File: src/rtl/sar_compare_search.sv
// sar_compare_search: successive-approximation search that recovers a comparator's unknown A operand via probe/R
module sar_compare_search #(
  parameter int WIDTH = 4
) (
  input  logic                       clk,
  input  logic                       rst,
  input  logic                       start,
  input  logic [2:0]                 R,
  output logic [WIDTH-1:0]           probe,
  output logic                       busy,
  output logic                       done,
  output logic [WIDTH-1:0]           result,
  output logic [$clog2(WIDTH+1)-1:0] nprobe,
  output logic                       err
);
  localparam int NW = $clog2(WIDTH + 1);
  localparam int KW = WIDTH > 1 ? $clog2(WIDTH) : 1;
  typedef enum logic [1:0] {IDLE, PROBE, DONE} state_t;
  state_t state, state_n;
  logic [KW-1:0] k;
  logic [WIDTH-1:0] bitk, upd;
  logic is_lt, is_gt, is_eq, ok;
  always_comb begin
    is_lt = R == 3'b001;
    is_gt = R == 3'b100;
    is_eq = R == 3'b010;
    ok = is_lt | is_gt;
    bitk = WIDTH'(1) << k;
    upd = is_lt ? probe & ~bitk : probe;
    state_n = state == IDLE  ? (start ? PROBE : IDLE) :
              state == PROBE ? ((!ok || k == '0) ? DONE : PROBE) : IDLE;
    busy = state == PROBE;
    done = state == DONE;
  end
  always_ff @(posedge clk or posedge rst)
    if (rst) state <= IDLE;
    else state <= state_n;
  always_ff @(posedge clk or posedge rst) begin
    if (rst) begin
      probe <= '0;
      result <= '0;
      nprobe <= '0;
      err <= 1'b0;
      k <= '0;
    end else if (state == IDLE) begin
      probe <= start ? WIDTH'(1) << (WIDTH - 1) : '0;
      if (start) begin
        k <= KW'(WIDTH - 1);
        nprobe <= '0;
        err <= 1'b0;
      end
    end else if (state == PROBE) begin
      nprobe <= nprobe + NW'(1);
      // non-lt/gt ends the search: equality is an early hit, anything else is a bad comparator code
      if (!ok) begin
        result <= probe;
        err <= !is_eq;
      end else if (k == '0) begin
        result <= upd;
      end else begin
        probe <= upd | (bitk >> 1);
        k <= k - KW'(1);
      end
    end else begin
      probe <= '0;
    end
  end
endmodule
File: config.mk
export PLATFORM = sky130hd
export DESIGN_NAME = sar_compare_search
export DESIGN_NICKNAME = d
export VERILOG_FILES = /design/src/rtl/sar_compare_search.sv
export SDC_FILE = /design/constraint.sdc
export NUM_CORES = 1
export LEC_CHECK = 0
export ABC_AREA = 1
export CORE_MARGIN = 2
export CORE_UTILIZATION = 55
export CTS_BUF_LIST = sky130_fd_sc_hd__clkbuf_4 sky130_fd_sc_hd__clkbuf_8
export DETAILED_ROUTE_END_ITERATION = 8
export PLACE_DENSITY = 0.87
export SKIP_CTS_REPAIR_TIMING = 1
export SLEW_MARGIN = 20
export SYNTH_ARGS = -nofsm -noshare
export SYNTH_HDL_FRONTEND = slang
export SYNTH_SLANG_ARGS = --single-unit
File: constraint.sdc
create_clock -name clk -period 2.85 [get_ports clk]
set_input_delay 0.4275 -clock clk [delete_from_list [all_inputs] [get_ports clk]]
set_output_delay 0.4275 -clock clk [all_outputs]
set_load 0.02 [all_outputs]
Word level (Yosys, flattened, before mapping):

Cells that the tools add are included.

* add/subtract/negate cells: 2
* eq/ne operators: 11
* shifts and indexed selects: 1
* mux-type cells: 24
* bitwise gates (word level): 5
* reduce and logical (&&, ||, !) cells: 12

Operators with widths (number)
* 2-to-1 mux 4 bit: 8
* 2-to-1 mux 2 bit: 8
* 2-to-1 mux 3 bit: 3
* inequality test 2 x 1 -> 1 bit, second input constant: 3
* AND reduction 3 bit: 2
* 2-to-1 mux 1 bit: 5
* bitwise AND 4 bit: 1
* zero test 2 bit: 2
* NOT 4 bit: 1
* OR 4 x 3 -> 4 bit: 1
* AND reduction 2 bit: 2
* AND reduction 4 bit: 1
* nonzero test 2 bit: 2
* << shifter 1 x 2 -> 4 bit, first input constant: 1
* adder 3 x 1 -> 3 bit, second input constant: 1
* equality test 3 x 1 -> 1 bit, second input constant: 1
* equality test 3 x 2 -> 1 bit, second input constant: 1
* equality test 3 bit, second input constant: 1
* inequality test 3 x 1 -> 1 bit, second input constant: 1
* inequality test 3 x 2 -> 1 bit, second input constant: 1
* equality test 2 x 1 -> 1 bit, second input constant: 1
* equality test 2 bit, second input constant: 1
* zero test 1 bit: 2
* inequality test 2 bit, second input constant: 1
* other kinds (4): 4

* bits in registers: 16
* bits of input ports: 6
* output and inout bits: 14

Longest topological paths before layout:

* word-level depth: 9
* gate-level depth with buffers: 8

Worst setup path after synthesis:

Ideal clock, no wire load.

* path type: reg-to-reg
* from: reg k[0]
* to: reg probe[3]
* setup time: 0.117 ns
* arrival time: 1.167 ns
* setup slack: 1.566 ns
* cell stages (with the launch flop): 9
* path buffers: 0
* period minus slack after synthesis: 1.284 ns
* path through: dfrtp_1 -> inv_1 -> ha_1 -> inv_1 -> nand4_2 -> nand2_4 -> inv_4 -> nand2_1 -> nand2_1

* word-level cells in the longest chain between the ends: 9
* elaborated cells on any way between the ends: 12
* classes of those cells: 1 x eq/ne; 1 x shift; 5 x mux; 3 x bitwise; 2 x reduce/logical

Ends and longest elaborated chain
* start, declared: RTL line 20 `logic [KW-1:0] k;`
* start signal, assigned: RTL line 48 `k <= KW'(WIDTH - 1);`
* start signal, assigned: RTL line 62 `k <= k - KW'(1);`
* << shifter 1 x 2 -> 4 bit: RTL line 28 `bitk = WIDTH'(1) << k;`
* NOT 4 bit: RTL line 29 `upd = is_lt ? probe & ~bitk : probe;`
* bitwise AND 4 bit: RTL line 29
* 2-to-1 mux 4 bit: RTL line 29
* OR 4 x 3 -> 4 bit: RTL line 61 `probe <= upd | (bitk >> 1);`
* 2-to-1 mux 4 bit: RTL line 58 `end else if (k == '0) begin`
* 2-to-1 mux 4 bit: RTL line 55 `if (!ok) begin`
* 2-to-1 mux 4 bit: RTL line 52 `end else if (state == PROBE) begin`
* 2-to-1 mux 4 bit: RTL line 45 `end else if (state == IDLE) begin`
* end signal, assigned: RTL line 46 `probe <= start ? WIDTH'(1) << (WIDTH - 1) : '0;`
* end signal, assigned: RTL line 61
* end, declared: RTL line 9 `output logic [WIDTH-1:0] probe,`

Several ways; a longest one is shown, not always the timed one. The select of a mux whose other input is x is not followed.
A chain may end at the register's enable or synchronous reset.

Worst setup path in the final report:

* from: reg state[0]
* to: out busy

* word-level cells in the longest chain between the ends: 1

Ends and longest elaborated chain
* start, declared: RTL line 19 `state_t state, state_n;`
* start signal, assigned: RTL line 37 `else state <= state_n;`
* equality test 2 x 1 -> 1 bit: RTL line 32 `busy = state == PROBE;`
* end, declared: RTL line 10 `output logic busy,`

Every way passes these cells.

==> metrics.json <==
{
  "outcome": {"value": "finished clean"},
  "ys_seq_elements": {"value": 16},
  "skew": {"value": 0.00633, "unit": "ns"},
  "tritoncts": {"value": "yes"},
  "initial_util": {"value": 0.586},
  "synthesized_netlist_net_count": {"value": 115},
  "use_met1": {"value": 0.294},
  "synth-async-reset-ratio": {"value": 1.00},
  "die_w": {"value": 43.8, "unit": "microns"},
  "timing_worst_setup_path_type": {"value": "reg2out"},
  "post-layout-total-power": {"value": 1.09, "unit": "mW"},
  "fin_cells": {"value": 143},
  "slew_violations": {"value": 0},
  "fmax": {"value": 487, "unit": "MHz"},
  "postLayoutSetupSlackWorst": {"value": 0.799, "unit": "ns"},
  "mostFrequentLayoutCells": {"value": "nand2_1 (36), clkdlybuf4s50_1 (19), dfrtp_1 (16)"},
  "post-place-ws": {"value": 1.12, "unit": "ns"},
  "place_inst": {"value": 139},
  "pin_count_of_the_biggest_net_entering_global_routing": {"value": 17},
  "synth.lib_cells_used.distinct": {"value": 21},
  "synth.cell_area": {"value": 872, "unit": "sq um"},
  "leakage_component_of_the_power": {"value": 0.582, "unit": "nW"},
  "timing.hold.worst.class": {"value": "in2async"},
  "num_rows": {"value": 14},
  "worst-slew-pin-transition": {"value": 0.587, "unit": "ns"},
  "cts_made_buffers": {"value": 3},
  "grt.busiest_layer": {"value": "met2"},
  "area_delta_synth_final": {"value": 28.3, "unit": "%"},
  "finalCriticalPeriod": {"value": 2.05, "unit": "ns"},
  "count_of_synthesis_stage_warnings_from_yosys": {"value": 0},
  "post-route-period-util": {"value": 0.720},
  "clock-sinks": {"value": 16},
  "finalSetupTns": {"value": 0, "unit": "ns"},
  "drtIter0Drc": {"value": 34},
  "global_route.usage.met2": {"value": 0.341},
  "crit_chain": {"value": "inv_2, nor2_8, clkdlybuf4s50_1"},
  "antenna_left": {"value": 0},
  "globalplace.congestion": {"value": 0.942},
  "synth_flop_cell": {"value": "dfrtp_1"},
  "cts.root.buffer_cell": {"value": "clkbuf_4"},
  "rsz0062_at_grt": {"value": "false"},
  "post-route-cell-area": {"value": 1120, "unit": "sq um"},
  "drive_gt1_frac": {"value": 0.110},
  "vias_per_cell": {"value": 5.26},
  "end_kind": {"value": "output port"},
  "worst_hold_slack": {"value": 0.487, "unit": "ns"},
  "powerDensity": {"value": 974, "unit": "nW/um^2"},
  "use_met3": {"value": 0.0542},
  "die_h": {"value": 43.8, "unit": "microns"},
  "max-clock-path-buffers": {"value": 2},
  "vias_in_the_first_global_route": {"value": 697},
  "overflow": {"value": 0},
  "vdd_drop_max": {"value": 0.000814, "unit": "V"},
  "post-route-util": {"value": 0.751},
  "cap_viol_max_count": {"value": 0},
  "dpl_cell_area": {"value": 1080, "unit": "sq um"},
  "post_detailed_placement_half_perimeter_wirelength": {"value": 1310, "unit": "microns"},
  "initial_antenna_violation_count": {"value": 0},
  "synthCells": {"value": 104},
  "critical_path_required": {"value": 2.42, "unit": "ns"},
  "drt-total-wl": {"value": 1730, "unit": "microns"},
  "io_buffer_count": {"value": 19},
  "total_routing_usage_gr": {"value": 0.217},
  "floorplan.io_pins": {"value": 20},
  "slowest_stage": {"value": "clkdlybuf4s50_1"},
  "cts-htree-levels": {"value": 1},
  "setup.worst_path.start_class": {"value": "flip-flop"},
  "drc_errors": {"value": 0},
  "avg_synthesized_cell_area": {"value": 8.39, "unit": "sq um"},
  "dieArea": {"value": 1920, "unit": "sq um"},
  "drt_pass1_iterations": {"value": 4},
  "synth.yosys.seq_area_share": {"value": 0.459},
  "mostFrequentLayoutCell": {"value": "nand2_1"},
  "post_drt_wl_per_cell": {"value": 12.1, "unit": "microns"},
  "design.final.nets": {"value": 139},
  "critical_path.max_fanout": {"value": 6},
  "cpPeakStageDelay": {"value": 0.63, "unit": "ns"},
  "worst_setup_hold_path_clk_slew": {"value": 0.10, "unit": "ns"},
  "worst_skew_pair.late_latency": {"value": 0.29, "unit": "ns"},
  "cp_data_arrival_time": {"value": 1.62, "unit": "ns"},
  "first_pass_grt_wire_length": {"value": 3060, "unit": "microns"},
  "dr_total_vias": {"value": 752},
  "synth_enable_flop_cells": {"value": 0},
  "finalSetupViolations": {"value": 0},
  "max-slew-margin-rel": {"value": 0.608},
  "antenna_cells": {"value": 0},
  "hold_viol": {"value": 0},
  "coreArea": {"value": 1490, "unit": "sq um"}
}
## where the power goes
group / leakage [nW] / switching (mW) / internal (mW)
clock network: 0.0210 / 0.0755 / 0.0778
registers: 0.210 / 0.0778 / 0.302
logic: 0.351 / 0.325 / 0.233
## per-layer routing
| metal | vias to the layer above | wire length [microns] |
|---|---|---|
| li1 | 375 | - |
| met1 | 353 | 784 |
| met2 | 20 | 823 |
| met3 | 4 | 92 |
| met4 | 0 | 25 |
| met5 | - | 0 |
## layout make-up
class                   count  area [sq um]
multi-input cells          71           404
flip-flops and latches     16           400
inverters                  17          67.6
well taps                  16          20.0
fillers                   111           370
clock buffers               4          36.3
repair buffers             19           190
## critical path, delay by kind of cell (launching register included)
| family | cells | cell delay (ns) |
|---|---|---|
| buffers and inverters | 2 | 0.72 |
| DFF | 1 | 0.46 |
| and+or+nand+nor | 1 | 0.15 |
## cell usage after synthesis, types with 4 or more instances
cell type | instances | area share
nand2_1 | 36 | 0.15
dfrtp_1 | 16 | 0.46
inv_1 | 14 | 0.060
nand3_1 | 8 | 0.046
ha_1 | 5 | 0.072
nor2_1 | 4 | 0.017
o21ai_0 | 4 | 0.023
o21ai_1 | 4 | 0.023
## state kept, by name, indices dropped and copies added, names as in the netlist
name / count
probe: 4
k: 2
nprobe: 3
err: 1
result: 4
state: 2
## path summary, 6_finish.rpt
| kind | start | endpoint | slack [ns] | cells after the start |
|---|---|---|---|---|
| max | state[0] | busy | 0.80 | 3 |
| min | rst | state[1] | 0.49 | 2 |
| max reg2reg | k[0] | probe[1] | 1.39 | 8 |
| min reg2reg | result[3] | result[3] | 0.50 | 2 |
| max in group asynchronous | rst | nprobe[0] | 1.98 | 2 |
| min in group clk | result[3] | result[3] | 0.50 | 2 |
## cells by family after synthesis
group                    synth area share
AND/OR/NAND/NOR                     0.300
AO/OA/AOI/OAI                      0.0818
XOR/XNOR                           0.0100
flip-flops                          0.459
adder cells (fa/ha/maj)            0.0717
buffers and inverters              0.0775
Power figures use the tool's default switching activity.
